$ cat src/rtl/integers_pkg.sv
// rtl/integers_pkg.sv - shared integer-type widths, enum and FSM state types
package integers_pkg;

  localparam int BYTE_W     = 8;
  localparam int SHORTINT_W = 16;
  localparam int INT_W      = 32;
  localparam int LONGINT_W  = 64;

  // Sparse encodings so the sink exercises non-contiguous enum decoding.
  typedef enum int {
    A = 0,
    B = 1,
    C = 45,
    D = 123789
  } enum_e;

  typedef enum logic [1:0] {
    IDLE,
    ACTIVE,
    DONE
  } state_e;

  function automatic enum_e next_enum(input enum_e cur);
    case (cur)
      A:       return B;
      B:       return C;
      C:       return D;
      default: return A;
    endcase
  endfunction

endpackage

$ cat src/rtl/int_step_counter.sv
// rtl/int_step_counter.sv - signed wrap-around counter advanced by a signed byte step
module int_step_counter #(
  parameter int               WIDTH       = 8,
  parameter logic [WIDTH-1:0] RESET_VALUE = '0
) (
  input  logic                    clk,
  input  logic                    rst_n,
  input  logic                    load_i,
  input  logic                    advance_i,
  input  logic [WIDTH-1:0]        seed_i,
  input  logic signed [7:0]       step_i,
  output logic signed [WIDTH-1:0] value_o
);

  logic signed [WIDTH-1:0] value_q;
  logic signed [WIDTH-1:0] value_d;
  logic signed [WIDTH-1:0] step_ext;

  // Size cast of a signed operand sign-extends; the add then wraps modulo 2^WIDTH.
  assign step_ext = WIDTH'(step_i);

  always_comb begin
    value_d = value_q;
    if (load_i) begin
      value_d = seed_i;
    end else if (advance_i) begin
      value_d = value_q + step_ext;
    end
  end

  always_ff @(posedge clk or negedge rst_n) begin
    if (!rst_n) begin
      value_q <= RESET_VALUE;
    end else begin
      value_q <= value_d;
    end
  end

  assign value_o = value_q;

endmodule

$ cat src/rtl/integer_source.sv
// rtl/integer_source.sv - valid/ready source of stepped values for every integer type
module integer_source
  import integers_pkg::*;
#(
  parameter int unsigned MAX_BEATS  = 0,
  parameter longint      RESET_SEED = 0
) (
  input  logic               clk,
  input  logic               rst_n,
  input  logic               enable,
  input  logic               load,
  input  logic [63:0]        seed,
  input  logic signed [7:0]  step,
  input  logic               ready,
  output logic               valid,
  output enum_e              enum_output,
  output byte                byte_output,
  output shortint            shortint_output,
  output int                 int_output,
  output longint             longint_output,
  output integer             integer_output,
  output logic [31:0]        beat_count,
  output logic               done
);

  state_e      state_q;
  logic        valid_q;
  logic        done_q;
  logic [31:0] beat_count_q;
  enum_e       enum_q;

  logic xfer;
  logic advance;
  logic last_beat;

  assign xfer      = valid_q & ready;
  assign advance   = xfer & ~load;
  assign last_beat = (MAX_BEATS != 0) && ((beat_count_q + 32'd1) == MAX_BEATS);

  int_step_counter #(.WIDTH(BYTE_W), .RESET_VALUE(RESET_SEED[BYTE_W-1:0])) u_byte_cnt (
    .clk       (clk),
    .rst_n     (rst_n),
    .load_i    (load),
    .advance_i (advance),
    .seed_i    (seed[BYTE_W-1:0]),
    .step_i    (step),
    .value_o   (byte_output)
  );

  int_step_counter #(.WIDTH(SHORTINT_W), .RESET_VALUE(RESET_SEED[SHORTINT_W-1:0])) u_shortint_cnt (
    .clk       (clk),
    .rst_n     (rst_n),
    .load_i    (load),
    .advance_i (advance),
    .seed_i    (seed[SHORTINT_W-1:0]),
    .step_i    (step),
    .value_o   (shortint_output)
  );

  int_step_counter #(.WIDTH(INT_W), .RESET_VALUE(RESET_SEED[INT_W-1:0])) u_int_cnt (
    .clk       (clk),
    .rst_n     (rst_n),
    .load_i    (load),
    .advance_i (advance),
    .seed_i    (seed[INT_W-1:0]),
    .step_i    (step),
    .value_o   (int_output)
  );

  int_step_counter #(.WIDTH(LONGINT_W), .RESET_VALUE(RESET_SEED)) u_longint_cnt (
    .clk       (clk),
    .rst_n     (rst_n),
    .load_i    (load),
    .advance_i (advance),
    .seed_i    (seed),
    .step_i    (step),
    .value_o   (longint_output)
  );

  // The 4-state integer port is fed from an ordinary 32-bit counter, so it never carries X/Z.
  int_step_counter #(.WIDTH(INT_W), .RESET_VALUE(RESET_SEED[INT_W-1:0])) u_integer_cnt (
    .clk       (clk),
    .rst_n     (rst_n),
    .load_i    (load),
    .advance_i (advance),
    .seed_i    (seed[INT_W-1:0]),
    .step_i    (step),
    .value_o   (integer_output)
  );

  always_ff @(posedge clk or negedge rst_n) begin
    if (!rst_n) begin
      state_q      <= IDLE;
      valid_q      <= 1'b0;
      done_q       <= 1'b0;
      beat_count_q <= '0;
      enum_q       <= A;
    end else if (load) begin
      // A beat accepted in the load cycle is dropped from the count.
      state_q      <= enable ? ACTIVE : IDLE;
      valid_q      <= enable;
      done_q       <= 1'b0;
      beat_count_q <= '0;
      enum_q       <= A;
    end else begin
      if (advance) begin
        beat_count_q <= beat_count_q + 32'd1;
        enum_q       <= next_enum(enum_q);
      end
      case (state_q)
        IDLE: begin
          if (enable) begin
            state_q <= ACTIVE;
            valid_q <= 1'b1;
          end
        end
        ACTIVE: begin
          if (xfer) begin
            if (last_beat) begin
              state_q <= DONE;
              valid_q <= 1'b0;
              done_q  <= 1'b1;
            end else if (!enable) begin
              state_q <= IDLE;
              valid_q <= 1'b0;
            end
          end
        end
        DONE: begin
          valid_q <= 1'b0;
        end
        default: begin
          state_q <= IDLE;
          valid_q <= 1'b0;
        end
      endcase
    end
  end

  assign valid       = valid_q;
  assign done        = done_q;
  assign beat_count  = beat_count_q;
  assign enum_output = enum_q;

endmodule
$ cat config.mk
export PLATFORM = sky130hd
export DESIGN_NAME = integer_source
export DESIGN_NICKNAME = d
export VERILOG_FILES = /design/src/rtl/integers_pkg.sv /design/src/rtl/int_step_counter.sv /design/src/rtl/integer_source.sv
export SDC_FILE = /design/constraint.sdc
export NUM_CORES = 1
export LEC_CHECK = 0
export BUFFER_PORTS_ARGS = -buffer_cell sky130_fd_sc_hd__buf_4
export CAP_MARGIN = 20
export CORE_MARGIN = 1
export CORE_UTILIZATION = 45
export DETAILED_ROUTE_END_ITERATION = 12
export GPL_TIMING_DRIVEN = 1
export PLACE_DENSITY = 0.67
export SLEW_MARGIN = 10
export SYNTH_ARGS = -nofsm -noshare
export SYNTH_HDL_FRONTEND = slang
export SYNTH_SLANG_ARGS = --single-unit
$ cat constraint.sdc
create_clock -name clk -period 4.5 [get_ports clk]
set_clock_uncertainty 0.05 [all_clocks]
set_input_delay 0.225 -clock clk [delete_from_list [all_inputs] [get_ports clk]]
set_output_delay 0.225 -clock clk [all_outputs]
set_load 0.01 [all_outputs]
-- After elaboration in Yosys (flattened, before gate mapping)
Index checks and enable logic that the tools add are counted.
- bits in registers: 219
- reductions and logical operators: 5
- add/sub/neg operators: 6
- equal/unequal tests: 8
- multiplexer cells: 26
- bitwise logic cells: 3
- operator list (cell ; number):
    32-bit two-way mux ; 8
    64-bit two-way mux ; 2
    32-bit by 8-bit adder with 32-bit output ; 2
    64-bit by 8-bit adder with 64-bit output ; 1
    17-bit one-hot mux with 3 select lines ; 1
    32-bit by 1-bit adder with 32-bit output, second input constant ; 1
    32-bit by 1-bit == test with 1-bit output, second input constant ; 1
    32-bit by 6-bit == test with 1-bit output, second input constant ; 1
    32-bit zero test ; 1
    16-bit two-way mux ; 2
    16-bit by 8-bit adder with 16-bit output ; 1
    8-bit two-way mux ; 2
    3-bit inequality test, second input constant ; 3
    8-bit adder ; 1
    2-bit two-way mux ; 4
    2-bit one-hot mux with 3 select lines ; 1
    1-bit two-way mux ; 5
    4-bit AND reduction ; 1
    3-bit AND reduction ; 1
    1-bit bitwise AND ; 2
    2-bit by 1-bit == test with 1-bit output, second input constant ; 1
    2-bit == test, second input constant ; 1
    2-bit zero test ; 1
    2-bit inequality test, second input constant ; 1
    other kinds (3) ; 3

-- Depth between registers and ports, before layout
Gate-level depths: netlist (run 1).
- word-level depth: 4
- depth in mapped cells: 15

-- By module
From an unflattened synthesis (run 1), not the netlist that was laid out.
- cells, all modules: 2022
- area total of the unflattened synthesis: 17105.2 um^2
- by module, submodules not included (module ; area an instance (um^2) ; times used ; cells each ; seq. area each (um^2)):
    int_step_counter at u_longint_cnt ; 6622.6 ; 1 ; 806 ; 1601.5
    int_step_counter at u_int_cnt ... ; 3064.2 ; 2 ; 363 ; 800.8
    integer_source ; 2129.5 ; 1 ; 233 ; 925.9
    int_step_counter at u_shortint_cnt ; 1497.7 ; 1 ; 175 ; 400.4
    int_step_counter at u_byte_cnt ; 726.9 ; 1 ; 82 ; 200.2

-- Least setup slack after synthesis (run 1)
No wires, ideal clock.
- path type: flip-flop to flip-flop
- start: register u_longint_cnt.value_q[0] (netlist: u_longint_cnt.value_o[0])
- end: register u_longint_cnt.value_q[60] (netlist: u_longint_cnt.value_o[60])
- data required time: 4.331 ns
- library setup time: 0.119 ns
- data arrival time: 3.119 ns
- slack: 1.212 ns
- cell stages (with the launch flop): 15
- cell sequence: dfrtp_1 ha_1 fa_1 a211oi_1 o21bai_1 o2111ai_1 a21oi_1 nor3_2 o31ai_2 o31ai_1 a21oi_1 a211oi_1 xor2_1 o21ai_1 o21a_1
- longest elaborated chain between the ends: 3
- ends and longest elaborated chain (element ; RTL line ; source):
    from (decl) ; int_step_counter.sv:15 ; logic signed [WIDTH-1:0] value_q;
    from (signal assigned) ; int_step_counter.sv:35 ; value_q <= value_d;
    64-bit by 8-bit adder with 64-bit output ; int_step_counter.sv:27 ; value_d = value_q + step_ext;
    64-bit two-way mux ; int_step_counter.sv:26 ; end else if (advance_i) begin
    64-bit two-way mux ; int_step_counter.sv:24 ; if (load_i) begin
No other way between the ends. The select of a mux whose other input is x is not followed.
A chain may end at the register's enable or synchronous reset.

-- Worst setup path in the final report (run 1)
Same ends and word-level chain as after synthesis.

==> flow_summary.yaml, run 1 <==
cts:
  clockBufferDepth: 2
  cts_made_buffers: 17
  cts_htree_levels: 4
  root_buffer: "clkbuf_16"
  clock-sinks: 189
  cts-resized-gates: 0
  tritoncts: "yes"
  clock_insertion_delay_worst_skew_ns: 0.46
  clock_transition_at_the_registers_of_the_reported_paths_ns: 0.07
global_routing:
  number_of_global_route_vias_before_repair: 14668
  gr_usage_total_pct: 27.87
  first_pass_grt_wire_length_um: 79280
  grt_overflow: 0
  antenna_found_initial: 0
  grt_start_max_net_pins: 191
worst_hold_path:
  worst_hold_startpoint: "seed[4]"
  hold_path_class: "primary input to flop"
  timing.hold.worst_path_depth: 3
  holdPathEnd: "u_integer_cnt.value_o[4]"
outcome:
  outcome: "completed"
critical_path:
  worst-path-max-fanout: 3
  critical_path_required_ns: 4.80
  critPathArrivalTime_ns: 4.45
  reg2reg_setup_slack_ns: 0.34
  critPathLaunch: "u_longint_cnt.value_o[0]"
  start_kind: "flop"
  critical_path.reg2reg.endpoint: "u_longint_cnt.value_o[60]"
  regToRegStartpoint: "u_longint_cnt.value_o[0]"
  critical_path.endpoint_type: "flop"
  timing.setup.critical_path_class: "flop to flop"
  r2r.worst_path.cells: 14
layout:
  final_cell_mix: "a21oi_1, buf_4, nand2_1, dfrtp_1, o21ai_0"
  n_antenna_cell: 0
  fill_cells: 3302
  layout-area-overhead-vs-synth_pct: 19.82
  area.sequential_um2: 4730
  multi_input_comb_area_um2: 10350
  finalCoreUtilization_pct: 54.92
  final_nets: 2438
  fin_cells: 2676
  final_layout_size_suffix_gt1_share_pct: 16.52
synth:
  average_cell_area_after_synthesis_um2: 8.091
  ys_seq_area_share_pct: 29.87
  synth_async_sr_flop_share_pct: 100.0
  synth_cell_type_count: 89
  synth_area_um2: 15830
  synth_enable_flop_cells: 0
  yosysWarningCount: 0
  synth_top_flop_cell: "dfrtp_1"
  synth_seq_cells: 189
  postSynthCellCount: 1957
route:
  dr.pass1.iters: 5
  detail_route.drc_violations: 0
  drtAntennaViolNets: 0
  starting_drt_drc_count: 916
  totalWireLength_um: 50250
  post_drt_via_cell_ratio: 5.794
  routed-via-count: 15504
  drt-wirelength-per-cell_um: 18.78
power:
  leakagePower_nw: 8.676
  power_density_nw_per_um2: 344.7
  worst_ir_drop_vdd_mv: 0.3008
floorplan:
  floorplan.rows: 68
  ios: 295
  initial_util_pct: 45.84
  design.core.area_um2: 34540
  die_width_um: 189.6
  die_h_um: 189.6
  die_area_um2: 35940
sta:
  hold_viol: 0
  setup_failing_eps_final: 0
  grt_setup_unrepaired: "no"
  fmax_mhz: 240.6
  timing_max_transition_violations_final: 0
  period_minus_slack_ns: 4.156
  worst_pin_slew_ns: 1.002
  timing.final.crit_share_pct: 92.35
  timing.setup.tns_ns: 0
  slew-limit-headroom_pct: 33.19
placed_design:
  place.detailed.hpwl_um: 36700
  portBuffers: 272
  placedCellCount: 2609
  gp_congestion: 0.9052
run:
  max_cap_violations: 0
==> area by class of cell <==
| cell class | count | area share [%] |
|---|---|---|
| inverter | 58 | 1.161 |
| clock inverter | 14 | 0.5738 |
| multi-input combinational | 1619 | 54.55 |
| tap | 455 | 3.001 |
| clock buffer | 18 | 2.315 |
| timing repair buffer | 323 | 13.47 |
| sequential | 189 | 24.93 |
==> per-layer routing <==
metal / up-vias / routed length, um / GRT usage, %
li1: 7506 / - / -
met1: 7463 / 23170 / 39.17
met2: 474 / 22910 / 43.58
met3: 61 / 3175 / 5.276
met4: 0 / 990 / 7.537
met5: - / 0 / 0
==> critical path: stages, from the launching register on <==
cell and delay (ns):
dfrtp_1 0.41, ha_1 0.23, fa_1 0.44, a211oi_1 0.34, o21bai_1 0.24, o2111ai_1 0.37, a21oi_1 0.18, nor3_2 0.38
o31ai_2 0.18, o31ai_1 0.38, a21oi_1 0.17, a211oi_1 0.28, xor2_1 0.19, o21ai_1 0.07, o21a_1 0.14
==> synthesized netlist by cell type, types with 4 or more instances <==
library cell | number | area [um^2]
fa_1 | 5 | 100.1
clkbuf_1 | 58 | 217.7
a31o_2 | 4 | 35.03
and3_1 | 21 | 131.4
a21oi_2 | 6 | 52.55
nor2_1 | 144 | 540.5
nor4_1 | 4 | 25.02
xor2_1 | 58 | 508.0
o21ai_1 | 5 | 25.02
xnor2_1 | 80 | 700.7
clkbuf_8 | 6 | 82.58
o21ai_0 | 185 | 925.9
mux2i_1 | 8 | 80.08
nand2_1 | 213 | 799.5
buf_4 | 32 | 240.2
nor2b_1 | 17 | 106.4
nand3_1 | 42 | 210.2
buf_1 | 10 | 37.54
o21a_1 | 26 | 195.2
a21boi_0 | 5 | 37.54
or3_1 | 17 | 106.4
nor3_1 | 44 | 220.2
o21bai_1 | 20 | 150.1
inv_1 | 57 | 214.0
or4_1 | 4 | 30.03
ha_1 | 148 | 1852
a21oi_1 | 284 | 1421
a31oi_1 | 19 | 118.9
a211o_1 | 6 | 52.55
and2_1 | 4 | 25.02
o211ai_1 | 6 | 45.04
or2_2 | 4 | 25.02
nor3b_1 | 5 | 37.54
a221o_1 | 4 | 40.04
nand2b_1 | 19 | 118.9
a211oi_1 | 13 | 97.59
nand4_1 | 32 | 200.2
a21o_1 | 72 | 540.5
dfrtp_1 | 189 | 4730
o31ai_1 | 7 | 52.55
==> kinds of logic (layout without fill, tap and decap cells) <==
kind of cell    Yosys count  count (layout)  synth area share, %
compound gates          704             704                26.71
xor+xnor                138             138                7.633
fa+ha+maj               153             153                12.33
buf+inv                 170             413                5.334
flops                   189             189                29.87
mux                      11              11               0.7191
other cells               1              22              0.02368
simple gates            591             591                17.38
==> sequential cells by signal (all words and copies together), names as in the netlist <==
register,cells
beat_count,32
enum_output,4
u_byte_cnt.value_o,8
u_int_cnt.value_o,32
u_integer_cnt.value_o,32
u_longint_cnt.value_o,64
u_shortint_cnt.value_o,16
valid,1
==> metrics by stage <==
step                hold slack, ns  worst slack [ns]  power [mW]  cell area [um^2]
floorplan                  -0.1206             1.213       4.105             15910
global placement            0.3550            0.5890       4.993             18070
detailed placement          0.3604            0.4883       5.023             18070
CTS                        0.02259            0.4298       6.561             18970
global route               0.03919            0.1472       6.994             18970
finish                     0.03861            0.3441       6.539             18970
==> report_power, final <==
part / total (mW) / leakage [nW] / switching [mW] / internal [mW]
sequential: 2.09 / 2.24 / 0.207 / 1.88
clock: 1.48 / 0.262 / 0.747 / 0.732
combinational: 2.97 / 6.17 / 1.67 / 1.30
==> what timing repair did <==
item	in CTS	in global routing
endpoints found under the hold margin	149	0
hold buffers	35	0
setup buffers	0	0
==> worst max path at each step <==
stage                                     end  slack, ns  cells past startpoint
global placement    u_longint_cnt.value_o[63]       0.59                     14
CTS                 u_longint_cnt.value_o[60]       0.43                     14
floorplan           u_longint_cnt.value_o[60]       1.21                     14
detailed placement  u_longint_cnt.value_o[60]       0.49                     14
global route        u_longint_cnt.value_o[60]       0.15                     14
finish              u_longint_cnt.value_o[60]       0.34                     14
Power figures use the tool's default switching activity.
==> inputs of run 2 (changes only) <==
CELL_PAD_IN_SITES_DETAIL_PLACEMENT = 0   (was not set)
CELL_PAD_IN_SITES_GLOBAL_PLACEMENT = 1   (was not set)
CORE_UTILIZATION = 42   (was 45)
PLACE_DENSITY = not set   (was 0.67)
PLACE_DENSITY_LB_ADDON = 0.1   (was not set)
==> run 2 against run 1 <==
Global-route usage fell by 0.90 points. Hold slack lost 0.0036 ns. Count of clock-buffer cells in the layout up 3. Non-clock buffer count did not move. Sequential power is essentially flat. Power grew 3.0%. Critical endpoint is now u_longint_cnt.value_o[54].
==> flow_summary.yaml, run 2 (synthesis gave the netlist of run 1 again) <==
outcome:
  outcome: "completed"
critical_path:
  timing.critical_path.mode_cell: "a21oi_1"
  critPathArrivalTime_ns: 4.28
  critPathLaunch: "u_longint_cnt.value_o[0]"
  critical_path.reg2reg.endpoint: "u_longint_cnt.value_o[54]"
  worst-path-max-fanout: 4
  regToRegStartpoint: "u_longint_cnt.value_o[0]"
  slowest_stage: "fa_1"
  timing.setup.critical_path_class: "flop to flop"
  critical_path_required_ns: 4.83
  critical_path.endpoint_type: "flop"
  start_kind: "flop"
  reg2reg_setup_slack_ns: 0.55
  worst_path_largest_cell_delay_ns: 0.44
  critical_path.endpoint: "u_longint_cnt.value_o[54]"
  r2r.worst_path.cells: 15
  worstPathCellList: "ha_1, fa_1, a211oi_1, o21bai_1, o2111ai_1, a21oi_1, o211ai_1, a21oi_1, a31oi_1, buf_4, o31ai_2, a21oi_1, xnor2_1, mux2i_1, o21ai_0"
floorplan:
  die_area_um2: 38480
  initial_util_pct: 42.94
  die_width_um: 196.2
  design.core.area_um2: 36870
  ios: 295
  floorplan.rows: 70
  die_h_um: 196.2
cts:
  tritoncts: "yes"
  cts.hold.buffers_added: 35
  clock_insertion_delay_worst_skew_ns: 0.46
  post_cts_buffers: 0
  clock_transition_at_the_registers_of_the_reported_paths_ns: 0.08
  clockBufferDepth: 2
  cts_htree_levels: 4
  root_buffer: "clkbuf_16"
  cts_made_buffers: 17
  clock-sinks: 189
  cts-resized-gates: 0
route:
  totalWireLength_um: 52140
  drt-wirelength-per-cell_um: 19.14
  routed-via-count: 15273
  detail_route.drc_violations: 0
  starting_drt_drc_count: 978
  drtAntennaViolNets: 0
  post_drt_via_cell_ratio: 5.607
  dr.pass1.iters: 5
global_routing:
  antenna_found_initial: 0
  first_pass_grt_wire_length_um: 81050
  gr_usage_total_pct: 26.96
  number_of_global_route_vias_before_repair: 14306
  grt_start_max_net_pins: 127
  grt_overflow: 0
layout:
  largest_register_ffs: 64
  final_cell_mix: "a21oi_1, buf_4, nand2_1, dfrtp_1, o21ai_0"
  final_layout_size_suffix_gt1_share_pct: 16.35
  layout-area-overhead-vs-synth_pct: 20.63
  n_antenna_cell: 0
  final_nets: 2438
sta:
  grt_setup_unrepaired: "no"
  worst_pin_slew_ns: 1.076
  timing_max_transition_violations_final: 0
  timing.setup.tns_ns: 0
  period_minus_slack_ns: 3.951
  slew-limit-headroom_pct: 27.38
  hold_viol: 0
  fmax_mhz: 253.1
  setup_failing_eps_final: 0
  timing.final.crit_share_pct: 87.80
worst_hold_path:
  hold_path_class: "primary input to flop"
placed_design:
  place.detailed.hpwl_um: 38090
  gp_congestion: 0.8991
  portBuffers: 272
power:
  p_total_mw: 6.734
  leakagePower_nw: 8.702
  worst_ir_drop_vdd_mv: 0.3151
  power_density_nw_per_um2: 352.5
run:
  max_cap_violations: 0
-- run 2: changes by cell type in the layout (fill, tap and decap cells not counted), sizes merged --
cell,previous run,this run
bufinv,0,4
clkbuf,19,22
clkinv,4,3
clkinvlp,4,3
inv,64,58
-- run 2: area by class of cell --
class                           count  area (um^2)
Tap cell                          504        630.6
Inverter                           58        220.2
Fill cell                        3635        17770
Multi-Input combinational cell   1619        10350
Sequential cell                   189         4730
Clock inverter                     10        165.2
Timing Repair Buffer              323         2556
Clock buffer                       21        450.4
-- run 2: critical path: cells and delay by family, from the launching register on --
family	cells	cell delay, ns
AO/OA/AOI/OAI	10	2.31
XOR/XNOR	1	0.15
adder cells (fa/ha/maj)	2	0.67
buffers and inverters	1	0.20
multiplexers	1	0.09
flip-flops	1	0.40
-- run 2: worst min path at each step --
stage                     start               endpoint  slack [ns]  depth (start not counted)
after floorplan           rst_n          beat_count[0]       -0.12                          0
after global placement    rst_n  u_int_cnt.value_o[16]        0.34                          1
after detailed placement  rst_n  u_int_cnt.value_o[15]        0.35                          1
after CTS                  load         beat_count[12]       0.007                          2
after global routing       load         beat_count[12]        0.04                          2
final                      load         beat_count[12]        0.03                          2
-- run 2: power breakdown --
group | switching [mW] | internal, mW
sequential | 0.212 | 1.88
clock | 0.721 | 0.944
combinational | 1.67 | 1.30
total | 2.61 | 4.13
-- run 2: layer usage --
| metal | wire, um | GRT usage (%) | vias up |
|---|---|---|---|
| met3 | 3079 | 5.278 | 42 |
| met4 | 728 | 6.337 | 0 |
| met5 | 0 | 0 | - |
| met2 | 23630 | 42.35 | 377 |
| li1 | - | - | 7532 |
| met1 | 24700 | 38.00 | 7322 |
-- run 2: metrics by stage --
| stage | area, um^2 | util, % | setup WS [ns] | hold slack (ns) | instances |
|---|---|---|---|---|---|
| finish | 19100 | 51.80 | 0.5489 | 0.03497 | 2724 |
| floorplan | 15910 | - | 1.213 | -0.1206 | 1978 |
| global route | 19100 | 51.80 | 0.2125 | 0.03876 | 2724 |
| global placement | 18130 | 49.18 | 0.5940 | 0.3449 | 2658 |
| CTS | 19100 | 51.80 | 0.5310 | 0.006764 | 2724 |
| detailed placement | 18130 | 49.18 | 0.5274 | 0.3513 | 2658 |
